File: config.mk
export PLATFORM = sky130hd
export DESIGN_NAME = lecteur_historique_de
export DESIGN_NICKNAME = d
export VERILOG_FILES = /design/src/rtl/lecteur_historique_de_pkg.sv /design/src/rtl/lecteur_historique_de_anti_rebond.sv /design/src/rtl/lecteur_historique_de.sv
export SDC_FILE = /design/constraint.sdc
export NUM_CORES = 1
export LEC_CHECK = 0
export BUFFER_PORTS_ARGS = -buffer_cell sky130_fd_sc_hd__buf_2
export CORE_UTILIZATION = 47
export DETAILED_ROUTE_END_ITERATION = 7
export SLEW_MARGIN = 20
export SYNTH_ARGS = -nofsm -noshare
export SYNTH_HDL_FRONTEND = slang
export SYNTH_SLANG_ARGS = --single-unit
File: constraint.sdc
create_clock -name ClkIn -period 7.15 [get_ports ClkIn]
set_input_delay 0.715 -clock ClkIn [delete_from_list [all_inputs] [get_ports ClkIn]]
set_output_delay 0.715 -clock ClkIn [all_outputs]
set_load 0.05 [all_outputs]
File: src/rtl/lecteur_historique_de_pkg.sv
// Shared constants and helpers for the die-roll history reader.
// - DEPTH_MAX    : largest supported history depth
// - RES_W        : width of a roll result (0..127)
// - BCD_W        : width of one BCD digit
// - IDX_W        : width of the view index output
// - HCNT_W       : width of the entry-count output (holds 0..DEPTH_MAX)
// - BTN_*        : bit positions of the three buttons in the internal vector
// - log2_depth() : pointer width for a power-of-two depth (at least 1)
package lecteur_historique_de_pkg;

  localparam int DEPTH_MAX = 16;
  localparam int RES_W     = 7;
  localparam int BCD_W     = 4;
  localparam int IDX_W     = 4;
  localparam int HCNT_W    = 5;

  localparam int N_BTN      = 3;
  localparam int BTN_LANCER = 0;
  localparam int BTN_PREC   = 1;
  localparam int BTN_SUIV   = 2;

  function automatic int log2_depth(input int depth);
    int w;
    w = 1;
    for (int i = 1; i <= 4; i++) begin
      if ((1 << i) <= depth) w = i;
    end
    return w;
  endfunction

endpackage

File: src/rtl/lecteur_historique_de_anti_rebond.sv
// Button conditioner: 2-FF synchronizer, debouncer and rising-edge pulse.
// Ports:
//   clk     : system clock
//   srst    : synchronous reset, active-high
//   btn_raw : raw asynchronous button level, active-high
//   pulse   : one-cycle pulse when the debounced level rises
module lecteur_historique_de_anti_rebond #(
  parameter int DEBOUNCE_CYCLES = 250000,
  parameter int CNT_W           = 18
) (
  input  logic clk,
  input  logic srst,
  input  logic btn_raw,
  output logic pulse
);

  logic [1:0]       sync_reg;
  logic             level_reg;
  logic [CNT_W-1:0] cnt_reg;
  logic             pulse_reg;

  // The synchronizer keeps running during reset so that the accepted level
  // can be preloaded with the current button state: a button held through
  // reset then has to be released and pressed again before it pulses.
  always_ff @(posedge clk) begin
    sync_reg <= {sync_reg[0], btn_raw};
  end

  always_ff @(posedge clk) begin
    if (srst) begin
      level_reg <= sync_reg[1];
      cnt_reg   <= '0;
      pulse_reg <= 1'b0;
    end else begin
      pulse_reg <= 1'b0;
      if (sync_reg[1] == level_reg) begin
        // Any return to the accepted level restarts the stability count.
        cnt_reg <= '0;
      end else if (cnt_reg == CNT_W'(DEBOUNCE_CYCLES - 1)) begin
        // This is the DEBOUNCE_CYCLES-th consecutive cycle of the new level.
        level_reg <= sync_reg[1];
        cnt_reg   <= '0;
        pulse_reg <= sync_reg[1];
      end else begin
        cnt_reg <= cnt_reg + CNT_W'(1);
      end
    end
  end

  assign pulse = pulse_reg;

endmodule

File: src/rtl/lecteur_historique_de.sv
// Die-roll history reader: stores each launched roll in a circular buffer and
// lets the player scroll through past rolls, with binary and BCD readout.
// Ports:
//   ClkIn     : system clock
//   RstIn     : synchronous reset, active-high
//   BLancer   : raw launch button (stores Result)
//   BPrec     : raw "older roll" button
//   BSuiv     : raw "newer roll" button
//   Result    : latched roll value, 0..127
//   HistVal   : selected history value (0 when empty)
//   HistIdx   : age of the selected entry, 0 = newest
//   HistCount : number of valid entries, 0..DEPTH
//   HistValid : at least one entry stored
//   Hist_Uni / Hist_Diz / Hist_Ce : BCD units / tens / hundreds of HistVal
module lecteur_historique_de
  import lecteur_historique_de_pkg::*;
#(
  parameter int DEPTH           = 8,
  parameter int DEBOUNCE_CYCLES = 250000,
  parameter int CNT_W           = 18
) (
  input  logic             ClkIn,
  input  logic             RstIn,
  input  logic             BLancer,
  input  logic             BPrec,
  input  logic             BSuiv,
  input  logic [RES_W-1:0] Result,
  output logic [RES_W-1:0] HistVal,
  output logic [IDX_W-1:0] HistIdx,
  output logic [HCNT_W-1:0] HistCount,
  output logic             HistValid,
  output logic [BCD_W-1:0] Hist_Uni,
  output logic [BCD_W-1:0] Hist_Diz,
  output logic [BCD_W-1:0] Hist_Ce
);

  localparam int PTR_W = log2_depth(DEPTH);

  // ---------------------------------------------------------------- buttons
  logic [N_BTN-1:0] btn_raw;
  logic [N_BTN-1:0] btn_pulse;

  assign btn_raw = {BSuiv, BPrec, BLancer};

  generate
    for (genvar gi = 0; gi < N_BTN; gi++) begin : g_btn
      lecteur_historique_de_anti_rebond #(
        .DEBOUNCE_CYCLES(DEBOUNCE_CYCLES),
        .CNT_W          (CNT_W)
      ) u_anti_rebond (
        .clk    (ClkIn),
        .srst   (RstIn),
        .btn_raw(btn_raw[gi]),
        .pulse  (btn_pulse[gi])
      );
    end
  endgenerate

  logic launch;
  logic prec;
  logic suiv;

  assign launch = btn_pulse[BTN_LANCER];
  assign prec   = btn_pulse[BTN_PREC];
  assign suiv   = btn_pulse[BTN_SUIV];

  // ------------------------------------------------------------ state
  logic [RES_W-1:0]  mem [DEPTH];
  logic [PTR_W-1:0]  wr_ptr_reg, wr_ptr_next;
  logic [HCNT_W-1:0] count_reg, count_next;
  logic [IDX_W-1:0]  idx_reg, idx_next;
  logic [RES_W-1:0]  hist_val_reg;
  logic [PTR_W-1:0]  rd_addr;

  always_comb begin
    wr_ptr_next = wr_ptr_reg;
    count_next  = count_reg;
    idx_next    = idx_reg;
    if (launch) begin
      // Launch wins over any browse pulse arriving in the same cycle.
      wr_ptr_next = wr_ptr_reg + PTR_W'(1);
      if (count_reg != HCNT_W'(DEPTH)) count_next = count_reg + HCNT_W'(1);
      idx_next = '0;
    end else if (prec && !suiv) begin
      // Also a no-op while empty, since idx + 1 < 0 never holds.
      if (({1'b0, idx_reg} + HCNT_W'(1)) < count_reg) idx_next = idx_reg + IDX_W'(1);
    end else if (suiv && !prec) begin
      if (idx_reg != '0) idx_next = idx_reg - IDX_W'(1);
    end
  end

  // Read address from the post-update pointers so the readout lands one
  // cycle after the pulse.
  assign rd_addr = wr_ptr_next - PTR_W'(1) - PTR_W'(idx_next);

  always_ff @(posedge ClkIn) begin
    if (launch) mem[wr_ptr_reg] <= Result;
  end

  always_ff @(posedge ClkIn) begin
    if (RstIn) begin
      wr_ptr_reg   <= '0;
      count_reg    <= '0;
      idx_reg      <= '0;
      hist_val_reg <= '0;
    end else begin
      wr_ptr_reg <= wr_ptr_next;
      count_reg  <= count_next;
      idx_reg    <= idx_next;
      if (count_next == '0) begin
        hist_val_reg <= '0;
      end else if (launch) begin
        // The entry being written is the one to show; bypass the array so a
        // read-first RAM does not return the stale slot.
        hist_val_reg <= Result;
      end else begin
        hist_val_reg <= mem[rd_addr];
      end
    end
  end

  // ------------------------------------------------------------ BCD split
  logic             ce;
  logic [RES_W-1:0] rem_hund;
  logic [BCD_W-1:0] tens;
  logic [RES_W-1:0] units;

  always_comb begin
    ce       = (hist_val_reg >= RES_W'(100));
    rem_hund = ce ? (hist_val_reg - RES_W'(100)) : hist_val_reg;
    tens     = '0;
    units    = rem_hund;
    // Thresholds are monotonic, so the last one crossed gives the tens digit.
    for (int k = 1; k <= 9; k++) begin
      if (rem_hund >= RES_W'(10 * k)) begin
        tens  = BCD_W'(k);
        units = rem_hund - RES_W'(10 * k);
      end
    end
  end

  assign HistVal   = hist_val_reg;
  assign HistIdx   = idx_reg;
  assign HistCount = count_reg;
  assign HistValid = (count_reg != '0);
  assign Hist_Ce   = {{(BCD_W-1){1'b0}}, ce};
  assign Hist_Diz  = tens;
  assign Hist_Uni  = BCD_W'(units);

endmodule

* After elaboration in Yosys (flattened, before gate mapping) *
Memories as Yosys holds them, arrays and structs flattened. A register that Yosys moved wholly into a read port is not among the register bits.
Cells that the tools add are included.

cells by class
  add/subtract/negate cells = 20
  $lt $le $gt $ge = 11
  equal/unequal tests = 11
  mux-type cells = 38
  bitwise logic cells = 3
  reductions and logical operators = 24

operators with widths
  cell                                                                     count
  4-bit 2-to-1 mux                                                         21
  18-bit by 1-bit adder with 18-bit output, second input constant          3
  18-bit equality test, second input constant                              3
  7-bit >= comparator, second input constant                               4
  7-bit by 6-bit >= comparator with 1-bit output, second input constant    3
  4-bit subtractor, second input constant                                  5
  3-bit OR reduction                                                       6
  7-bit by 5-bit >= comparator with 1-bit output, second input constant    2
  1-bit 2-to-1 mux                                                         12
  5-bit 2-to-1 mux                                                         2
  2-bit nonzero test                                                       5
  4-bit by 1-bit subtractor with 4-bit output, second input constant       2
  4-bit by 3-bit subtractor with 4-bit output, second input constant       2
  7-bit by 4-bit >= comparator with 1-bit output, second input constant    1
  7-bit 2-to-1 mux                                                         1
  7-bit subtractor, second input constant                                  1
  3-bit 2-to-1 mux                                                         2
  2-bit inequality test, second input constant                             3
  2-bit AND reduction                                                      3
  4-bit by 1-bit adder with 5-bit output, second input constant            1
  5-bit by 1-bit adder with 5-bit output, second input constant            1
  5-bit zero test                                                          1
  5-bit less-than comparator                                               1
  5-bit by 4-bit inequality test with 1-bit output, second input constant  1
  other kinds (14)                                                         21

word-level totals
  bits in registers = 78
  RAM bits = 56
  output and inout bits = 29
  logic and storage cells = 124
  memories = 1

memory list
  name  depth  width  rd ports  clocked after memory_dff  wr ports  line                         RTL
  mem   8      7      1         1                         1         lecteur_historique_de.sv:68  logic [RES_W-1:0] mem [DEPTH];

* Depth between registers and ports, before layout *
Gate-level depths: netlist (run 1).

  depth after elaboration = 12
  mapped depth = 20

* Cells and area by module *
Synthesis (run 1) repeated with hierarchy kept, for this count alone.

second synthesis, totals
  cell total of the unflattened synthesis = 665
  area, all modules = 7115.6 µm²

by module, submodules not included
  module                             times used  cells each  area an instance (µm²)  seq. area each (µm²)
  lecteur_historique_de              1           368         4255.3                  2062.0
  lecteur_historique_de_anti_rebond  3           99          953.4                   450.4

* Worst setup path before layout (run 1) *
Ideal clock, no wire load.

  path kind = register to output
  start point = register hist_val_reg[2] (netlist: HistVal[2]), read port of mem
  end point = output port Hist_Uni[1]
  arrival = 4.453 ns
  required time = 6.435 ns
  slack = 1.982 ns
  stages on the path, launching flop included = 15
  path buffers = 1
  path through = dfxtp_1 -> ha_1 -> nor3b_1 -> nor2_1 -> or2_2 -> bufbuf_8 -> inv_1 -> ha_1 -> nor2b_1 -> nor3_1 -> o32ai_1 -> a21oi_1 -> o32ai_1 -> a21oi_2 -> xnor2_1

on the way
  cells in the longest elaborated chain, start to end = 12
  elaborated cells on any way between the ends = 30

RTL lines
  what                                                                                line                                                        RTL
  from (decl)                                                                         lecteur_historique_de.sv:72                                 logic [RES_W-1:0] hist_val_reg;
  7-bit subtractor or 7-bit >= comparator (tied branches)                             lecteur_historique_de.sv:130, lecteur_historique_de.sv:129
  7-bit 2-to-1 mux (*)                                                                lecteur_historique_de.sv:130                                rem_hund = ce ? (hist_val_reg - RES_W'(100)) : hist_val_reg;
  7-bit by 4-bit >= comparator with 1-bit output or 4-bit subtractor (tied branches)  lecteur_historique_de.sv:135, lecteur_historique_de.sv:137
  4-bit 2-to-1 mux (8 in series)                                                      lecteur_historique_de.sv:135                                if (rem_hund >= RES_W'(10 * k)) begin
  4-bit 2-to-1 mux (*)                                                                lecteur_historique_de.sv:135
  to (decl)                                                                           lecteur_historique_de.sv:32                                 output logic [BCD_W-1:0] Hist_Uni,

Mark *: on every way between the ends. The rest lies on a longest branch, timed or not.

* Worst setup path in the final report (run 1) *
  start point = register hist_val_reg[2] (netlist: HistVal[2]), read port of mem
  end point = output port Hist_Uni[3]

Same word-level chain as after synthesis.

==> metrics.sh, run 1 <==
FINAL.SETUP_SKEW_NS=0.006743
MAX_VDD_DROP_mV=0.1512
AVGVIACOUNTPERCELL=5.499
FINISH.UTILIZATION=0.5373
COUNT_OF_ANTENNA_DIODES_IN_THE_LAYOUT=0
SETUP_VIOL=0
SYNTH_AREA_UM2=6935
IOPINCOUNT=41
END_KIND='output pin'
CTSHOLDBUFFERS=0
CRITPATHKIND='reg2out'
YS_WARN_COUNT=0
CORE_UM2=14480
ANTENNA_VIOLATIONS_BEFORE_REPAIR=0
SHARE_OF_CELLS_ABOVE_DRIVE_STRENGTH_1=0.1439
GRT_USE_TOTAL=0.1976
CLK-INSERTION-DELAY-LATE_NS=0.42
DIE_WIDTH_UM=123.5
GRT_FIRST_PASS_WIRELENGTH_UM=22890
SLEW-LIMIT-HEADROOM=0.2701
REG2REGPATHDEPTH=18
HOLD_WS_NS=0.3299
SEQ_AREA_FRAC_SYNTH=0.4922
HOLDCRITSTARTPOINT='g_btn[1].u_anti_rebond.sync_reg[0]$_DFF_P_'
WORSTHOLDPATHCELLS=0
CRITICAL_PATH.REG2REG.STARTPOINT='HistIdx[0]$_SDFF_PP0_'
SYNTHFLOPTYPE='sky130_fd_sc_hd__dfxtp_1'
START_UTIL=0.4790
PLACEMENT.IO_BUFFERS=37
DETAIL_ROUTE.WIRELENGTH.MET1_UM=6608
FIN_TNS_SETUP_NS=0
CLOCK-ROOT-BUFFER='sky130_fd_sc_hd__clkbuf_16'
HPWLAFTERDP_UM=9855
GRT_SETUP_UNREPAIRED='false'
DRT-WIRELENGTH-PER-CELL_UM=15.46
CRIT_PATH_TIME_FINAL_NS=4.970
FINALHOLDVIOLCOUNT=0
FINAL_WTD_CONGESTION=0.9335
DR_TOTAL_VIAS=4949
NUM-FILL-CELLS=1291
MAXCLOCKFREQUENCY_MHz=201.2
CTS_NUM_SINKS=141
MAXUSEDROUTINGLAYER='met4'
REPORT.FINAL.SLEW_VIOL_COUNT=0
FIRST_GLOBAL_VIAS=4633
WIRELENGTH_UM=13910
AREA_DELTA_SYNTH_FINAL_PCT=12.18
CRITICAL_PATH.MAX_FANOUT=10
SYN-MEAN-INSTANCE-AREA_UM2=10.32
NETS=739
POST_CTS.RESIZED_INSTANCES=0
WHS_ENDPOINT='g_btn[1].u_anti_rebond.sync_reg[1]$_DFF_P_'
TRITONCTS='built'
ROUTED-WL-MET2_UM=6666
GRT_MAX_DEGREE=29
REQUIRED_NS=6.43
DRTITER0DRC=290
NUMBER_OF_SYNTHESIZED_FLOPS_WITH_AN_ENABLE_PIN=59
REMAINING_DRC_ERRORS=0
POSTSYNTH.ASYNCRESETSHARE=0
FINALCRITPERIODSHARE=0.6951
STD_CELL_ROWS=44
CTS_INSERTED_BUFFERS=17
HTREEDEPTH=4
STARTPOINT_TYPE='flop'
LARGEST_REGISTER_FF_COUNT=56
MAXCAPVIOLATIONS=0
DRT_FIRST_PASS_ITERS=5
DRTANTENNAVIOLNETS=0
STATUS='completed'
SYNTHESIS.INSTANCES=672
GLOBAL_ROUTE.OVERFLOW_TOTAL=0
TIMING.HOLD.WORST.CLASS='reg2reg'
ROUTE.MET3.WL_UM=479
WORST_SLEW_PIN_SLEW_NS=1.087
POST_SYNTH_NUM_CELL_TYPES=75
SYNTH-SEQ-CELLS=141
DIEHEIGHT_UM=123.5
WORSTPATHARRIVAL_NS=4.25
CTS_POST_SETUP_BUFFERS_INSERTED=0
REG2REG_TO='HistVal[0]$_SDFF_PP0_'
POWER_TOTAL_uW=1724
FP.DIEAREA_UM2=15250
R2R_SLACK_NS=2.55
CLKTRANSATPATHREGS_NS=0.06
POWER.LEAKAGE_uW=0.002762
CTS.PATH.MAX_BUFFERS=2
CELLPOWERDENSITY_nW_PER_UM2=221.6
## power breakdown
part / switching (uW) / total [uW] / internal (uW)
Clock: 338 / 851 / 512
Sequential: 3.56 / 846 / 843
Combinational: 20.8 / 27.3 / 6.59
## through the flow
stage	cells	area, um2	setup slack [ns]
floorplan	674	6943	1.982
global placement	868	7202	2.645
detailed placement	868	7207	2.496
CTS	900	7780	2.237
global route	900	7780	1.774
finish	900	7780	2.180
## worst max-delay path, stage by stage, from the launching register on
cell and delay [ns]:
sky130_fd_sc_hd__dfxtp_1 0.54, sky130_fd_sc_hd__ha_1 0.22, sky130_fd_sc_hd__nor3b_1 0.30, sky130_fd_sc_hd__nor2_1 0.12
sky130_fd_sc_hd__or2_2 0.38, sky130_fd_sc_hd__inv_1 0.19, sky130_fd_sc_hd__ha_1 0.18, sky130_fd_sc_hd__nor2b_1 0.18
sky130_fd_sc_hd__nor3_1 0.07, sky130_fd_sc_hd__o32ai_1 0.67, sky130_fd_sc_hd__mux2i_1 0.17, sky130_fd_sc_hd__o2111a_1 0.27
sky130_fd_sc_hd__nor4b_2 0.26, sky130_fd_sc_hd__buf_2 0.29
## worst max path at each step
stage                          start                     to  slack (ns)  cells after the start
6_report       HistVal[2]$_SDFF_PP0_            Hist_Uni[3]        2.18                     13
5_1_grt        HistVal[2]$_SDFF_PP0_            Hist_Uni[1]        1.77                     14
4_1_cts        HistVal[3]$_SDFF_PP0_            Hist_Uni[3]        2.24                     14
3_5_place_dp   HistIdx[0]$_SDFF_PP0_  HistVal[0]$_SDFF_PP0_        2.50                     18
3_3_place_gp   HistIdx[0]$_SDFF_PP0_  HistVal[0]$_SDFF_PP0_        2.64                     18
2_1_floorplan  HistVal[2]$_SDFF_PP0_            Hist_Uni[1]        1.98                     14
## synthesized netlist by cell type (4+ instances only)
cell type                   instances  area share
sky130_fd_sc_hd__nor2_1           112       0.061
sky130_fd_sc_hd__dfxtp_1           82        0.24
sky130_fd_sc_hd__edfxtp_1          59        0.26
sky130_fd_sc_hd__nand2_1           35       0.019
sky130_fd_sc_hd__nand3_1           34       0.025
sky130_fd_sc_hd__xnor2_1           34       0.043
sky130_fd_sc_hd__xor2_1            27       0.034
sky130_fd_sc_hd__inv_1             26       0.014
sky130_fd_sc_hd__ha_1              23       0.041
sky130_fd_sc_hd__a21oi_1           20       0.014
sky130_fd_sc_hd__nor3_1            19       0.014
sky130_fd_sc_hd__o21ai_0           16       0.012
sky130_fd_sc_hd__clkbuf_1          15      0.0081
sky130_fd_sc_hd__and3_1            14       0.013
sky130_fd_sc_hd__mux4_2            14       0.045
sky130_fd_sc_hd__nand4_1           14       0.013
sky130_fd_sc_hd__or3_1              7      0.0063
sky130_fd_sc_hd__a2111oi_0          6      0.0076
sky130_fd_sc_hd__a211oi_1           6      0.0065
sky130_fd_sc_hd__a21o_1             6      0.0065
sky130_fd_sc_hd__buf_4              6      0.0065
sky130_fd_sc_hd__nor2b_1            6      0.0054
sky130_fd_sc_hd__or2_2              6      0.0054
sky130_fd_sc_hd__mux2i_1            5      0.0072
sky130_fd_sc_hd__nor4_1             4      0.0036
sky130_fd_sc_hd__o21bai_1           4      0.0043
sky130_fd_sc_hd__o31ai_1            4      0.0043
## cell usage in the layout (no fill, tap or decap), types with 7 or more instances in the layout
cell / n
sky130_fd_sc_hd__nor2_1: 112
sky130_fd_sc_hd__dfxtp_1: 82
sky130_fd_sc_hd__edfxtp_1: 59
sky130_fd_sc_hd__buf_2: 37
sky130_fd_sc_hd__nand2_1: 35
sky130_fd_sc_hd__xnor2_1: 34
sky130_fd_sc_hd__nand3_1: 34
sky130_fd_sc_hd__xor2_1: 27
sky130_fd_sc_hd__inv_1: 26
sky130_fd_sc_hd__ha_1: 23
sky130_fd_sc_hd__a21oi_1: 20
sky130_fd_sc_hd__nor3_1: 18
sky130_fd_sc_hd__clkbuf_16: 17
sky130_fd_sc_hd__o21ai_0: 16
sky130_fd_sc_hd__and3_1: 14
sky130_fd_sc_hd__nand4_1: 14
sky130_fd_sc_hd__mux4_2: 14
sky130_fd_sc_hd__or3_1: 7
## layer usage
metal	track usage	vias up
met5	0	-
li1	-	2468
met4	0.07229	0
met3	0.04659	13
met2	0.3188	89
met1	0.2578	2379
## area by class of cell
class,count,area [um2],share of cell area
Tap cell,184,230.2,0.02959
Timing Repair Buffer,38,192.7,0.02477
Inverter,27,101.3,0.01303
Clock buffer,18,429.2,0.05516
Sequential cell,141,3413,0.4387
Clock inverter,14,143.9,0.01849
Multi-Input combinational cell,478,3269,0.4202
## cells by family (layout without fill, tap and decap cells)
group / Yosys count / after routing / synth area share
AO/OA/AOI/OAI: 95 / 95 / 0.1010
XOR/XNOR: 61 / 61 / 0.07704
adder cells (fa/ha/maj): 24 / 24 / 0.04438
buffers and inverters: 55 / 97 / 0.03824
flip-flops: 141 / 141 / 0.4922
multiplexers: 19 / 19 / 0.05268
other: 1 / 3 / 0.0005407
AND/OR/NAND/NOR: 276 / 276 / 0.1939
Note: power is estimated with default switching activity, not from simulation.
==> run 2: changes to the inputs <==
Settings changed: ABC_AREA set to 1, PLACE_DENSITY set to 0.67.
Clock period 7.15 ns to 4.05 ns, I/O delays scaled along.
==> run 2 against run 1 <==
  * Routed wire length decreased by 0.94%
  * Critical path depth increased by 9
  * Global-route usage about the same
  * Final cell count increased by 15%
  * Die area decreased by 0.48%
  * Via count increased by 6.6%
  * Flip-flop and latch count unchanged
  * Clock power increased by 72%
  * Total power increased by 74%
  * Synthesized area decreased by 0.49%
  * Critical path type is now reg2reg
  * Largest cell class unchanged
  * Highest routed layer unchanged
==> metrics.sh, run 2 <==
STATUS='completed'
SYNTHFLOPTYPE='sky130_fd_sc_hd__dfxtp_1'
FP.DIEAREA_UM2=15170  # -0.48%
SYNTHESIS.INSTANCES=805  # +20%
SEQ_AREA_FRAC_SYNTH=0.4946  # +0.002409
GRT_FIRST_PASS_WIRELENGTH_UM=22870  # about the same
NUMBER_OF_SYNTHESIZED_FLOPS_WITH_AN_ENABLE_PIN=59  # unchanged
MOSTFREQUENTLAYOUTCELL='sky130_fd_sc_hd__nand2_1'
POST_CTS.RESIZED_INSTANCES=0  # unchanged
FINAL.SETUP_SKEW_NS=0.006529  # -0.0002142 ns
WORSTHOLDPATHCELLS=1  # +1
FIRST_GLOBAL_VIAS=4869  # +5.1%
CORE_UM2=14100  # -2.6%
START_UTIL=0.4896  # +0.01061
YS_WARN_COUNT=0  # unchanged
DIEHEIGHT_UM=123.2  # -0.24%
CRIT_PATH_TIME_FINAL_NS=3.621
CTS_POST_SETUP_BUFFERS_INSERTED=0  # unchanged
AVGVIACOUNTPERCELL=5.077  # -7.7%
GRT_USE_TOTAL=0.1973  # -0.0002455
SHARE_OF_CELLS_ABOVE_DRIVE_STRENGTH_1=0.1385  # -0.005322
HPWLAFTERDP_UM=9670  # -1.9%
REG2REGPATHDEPTH=22  # +4
POST_SYNTH_NUM_CELL_TYPES=50  # -33%
REMAINING_DRC_ERRORS=0  # unchanged
GRT_SETUP_UNREPAIRED='false'
HTREEDEPTH=4  # unchanged
DRT_FIRST_PASS_ITERS=5  # unchanged
NETS=882  # +19%
POWER.LEAKAGE_uW=0.003135  # +14%
DRT-WIRELENGTH-PER-CELL_UM=13.27  # -14%
SETUP_VIOL=0  # unchanged
REPORT.FINAL.SLEW_VIOL_COUNT=0  # unchanged
STARTPOINT_TYPE='flop'
WORST_SLEW_PIN_SLEW_NS=0.8793  # -0.2073 ns
POWER.SHARE.CLOCK=0.485  # -0.008
FIN_TNS_SETUP_NS=0  # unchanged
MAX_VDD_DROP_mV=0.3985  # +160%
TRITONCTS='built'
STD_CELL_ROWS=43  # -2.3%
R2R_SLACK_NS=0.43  # -2.12 ns
GRT_MAX_DEGREE=29  # unchanged
SWITCHING_SHARE_OF_POWER=0.2049  # -0.005355
HOLDCRITSTARTPOINT='BSuiv'
CRITPATHLAUNCH='HistIdx[0]$_SDFF_PP0_'
CRITICAL_PATH.MAX_FANOUT=17  # +7
MAXCLOCKFREQUENCY_MHz=276.2
GLOBAL_ROUTE.OVERFLOW_TOTAL=0  # unchanged
SYNTH.CELLS.MOST_FREQUENT='127 x sky130_fd_sc_hd__nand2_1, 114 x sky130_fd_sc_hd__nor2_1, 89 x sky130_fd_sc_hd__inv_1'
WIRELENGTH_UM=13780  # -0.94%
SYN-MEAN-INSTANCE-AREA_UM2=8.573  # -17%
FINALHOLDVIOLCOUNT=0  # unchanged
IOPINCOUNT=41  # unchanged
INTPOWER_uW=2388  # +75%
CTSHOLDBUFFERS=0  # unchanged
DRTANTENNAVIOLNETS=0  # unchanged
REG2REG_TO='HistVal[4]$_SDFF_PP0_'
COUNT_OF_ANTENNA_DIODES_IN_THE_LAYOUT=0  # unchanged
FINAL_WTD_CONGESTION=0.8832  # -5.4%
CLOCK-ROOT-BUFFER='sky130_fd_sc_hd__clkbuf_16'
CELLPOWERDENSITY_nW_PER_UM2=383.9  # +73%
CRITPATHKIND='reg2reg'
CLK-INSERTION-DELAY-LATE_NS=0.43  # about the same
TOTAL_SWITCHING_POWER_uW=615.6  # +70%
CTS_NUM_SINKS=141  # unchanged
CLKTRANSATPATHREGS_NS=0.06  # about the same
WHS_ENDPOINT='g_btn[2].u_anti_rebond.sync_reg[0]$_DFF_P_'
POST-SYNTH-TOP-AREA-FRACTION=0.2567  # +0.001250
MAXCAPVIOLATIONS=0  # unchanged
CTS.PATH.MAX_BUFFERS=2  # unchanged
SYNTH.MOST_COMMON_CELL='sky130_fd_sc_hd__nand2_1'
PLACEMENT.IO_BUFFERS=37  # unchanged
PLACED_CELL_AREAS_UM2=7248  # +0.57%
SYNTH_AREA_UM2=6902  # -0.49%
END_KIND='flop'
REQUIRED_NS=4.42  # -2.01 ns
SYNTH_LARGEST_AREA_CELL='sky130_fd_sc_hd__edfxtp_1'
SYNTH.TOP_CELLS.BY_AREA='sky130_fd_sc_hd__edfxtp_1 26%, sky130_fd_sc_hd__dfxtp_1 24%, sky130_fd_sc_hd__nand2_1 6.9%, sky130_fd_sc_hd__nor2_1 6.2%, sky130_fd_sc_hd__inv_1 4.8%'
ANTENNA_VIOLATIONS_BEFORE_REPAIR=1  # +1
SLEW-LIMIT-HEADROOM=0.4117  # +0.1416
CRITICAL_PATH.REG2REG.STARTPOINT='HistIdx[0]$_SDFF_PP0_'
WORSTPATHARRIVAL_NS=3.99  # -0.26 ns
DRTITER0DRC=278  # -4.1%
FINISH.INSTANCE_AREA_UM2=7825  # +0.58%
FINALCRITPERIODSHARE=0.8940
COMB_POWER_SHARE=0.017  # about the same
POSTSYNTH.ASYNCRESETSHARE=0  # unchanged
FINAL_CELL_MIX='127 x sky130_fd_sc_hd__nand2_1, 114 x sky130_fd_sc_hd__nor2_1, 89 x sky130_fd_sc_hd__inv_1'
LARGEST_REGISTER_FF_COUNT=56  # unchanged
SEQUENTIALPOWERSHARE=0.497  # +0.006
TIMING.HOLD.WORST.CLASS='in2reg'
DR_TOTAL_VIAS=5275  # +6.6%
SYNTH-SEQ-CELLS=141  # unchanged
CTS_INSERTED_BUFFERS=17  # unchanged
DIE_WIDTH_UM=123.2  # -0.24%
AREA_DELTA_SYNTH_FINAL_PCT=13.38
## run 2: layout make-up
cell class                      instances  area [um2]
Multi-Input combinational cell        545        3033
Clock inverter                         15       128.9
Inverter                              100       380.4
Fill cell                            1300        6271
Sequential cell                       141        3413
Clock buffer                           17       425.4
Tap cell                              180       225.2
Timing Repair Buffer                   41       219.0
## run 2: critical path: stages, from the launching register on
cell                      delay (ns)
sky130_fd_sc_hd__dfxtp_1        0.39
sky130_fd_sc_hd__inv_1          0.12
sky130_fd_sc_hd__ha_1           0.35
sky130_fd_sc_hd__ha_1           0.29
sky130_fd_sc_hd__nand2_1        0.05
sky130_fd_sc_hd__nor2_1         0.08
sky130_fd_sc_hd__o21ai_1        0.06
sky130_fd_sc_hd__nand3_1        0.10
sky130_fd_sc_hd__inv_1          0.04
sky130_fd_sc_hd__nand2_1        0.13
sky130_fd_sc_hd__inv_1          0.08
sky130_fd_sc_hd__o21ai_0        0.15
sky130_fd_sc_hd__nand3_1        0.11
sky130_fd_sc_hd__ha_1           0.23
sky130_fd_sc_hd__inv_1          0.07
sky130_fd_sc_hd__fa_1           0.43
sky130_fd_sc_hd__inv_1          0.15
sky130_fd_sc_hd__buf_6          0.19
sky130_fd_sc_hd__a21oi_1        0.05
sky130_fd_sc_hd__a32o_1         0.22
sky130_fd_sc_hd__o21ai_1        0.14
sky130_fd_sc_hd__o21ai_1        0.07
sky130_fd_sc_hd__inv_1          0.06
## run 2: worst max-delay path by stage
stage | to | slack, ns | cells after the start
after detailed placement | HistVal[2]$_SDFF_PP0_ | 0.40 | 19
after CTS | HistVal[2]$_SDFF_PP0_ | 0.38 | 19
after global placement | HistVal[5]$_SDFF_PP0_ | 0.47 | 22
after floorplan | Hist_Uni[1] | 0.25 | 20
after global routing | HistVal[2]$_SDFF_PP0_ | 0.01 | 23
final | HistVal[4]$_SDFF_PP0_ | 0.43 | 22
## run 2: cells by family after synthesis
family | Yosys count | synth area share
AOI/OAI and AO/OA | 120 | 0.1013
xor gates and xnor gates | 27 | 0.03644
adders and majority gates | 24 | 0.04460
buffers and inverters | 121 | 0.06980
DFF | 141 | 0.4946
other | 1 | 0.0005434
and+or+nand+nor | 371 | 0.2527
## run 2: power groups by stage
| stage | logic [uW] | clock network [uW] | registers, uW |
|---|---|---|---|
| 6_report | 51.4 | 1460 | 1490 |
| 5_1_grt | 57.5 | 1540 | 1490 |
| 4_1_cts | 52.2 | 1490 | 1490 |
| 3_5_place_dp | 52.2 | 0 | 1520 |
| 3_3_place_gp | 51.2 | 0 | 1520 |
| 2_1_floorplan | 34.3 | 0 | 1520 |
## run 2: per-stage QoR
stage,instances,total power (uW),setup WS [ns],hold slack [ns],util
3_3_place_gp,1007,1576,0.4715,0.3115,0.5142
2_1_floorplan,807,1558,0.2530,0.3096,-
4_1_cts,1039,3032,0.3790,0.06096,0.5535
5_1_grt,1039,3090,0.01259,0.06606,0.5551
3_5_place_dp,1007,1577,0.3976,0.3121,0.5142
6_report,1039,3004,0.4295,0.07816,0.5551
## run 2: metal layers
| metal | GRT usage | vias to the layer above | wire length [um] |
|---|---|---|---|
| met2 | 0.3265 | 82 | 6589 |
| met5 | 0 | - | 0 |
| li1 | - | 2769 | - |
| met3 | 0.04843 | 17 | 465 |
| met4 | 0.07380 | 0 | 216 |
| met1 | 0.2491 | 2407 | 6511 |
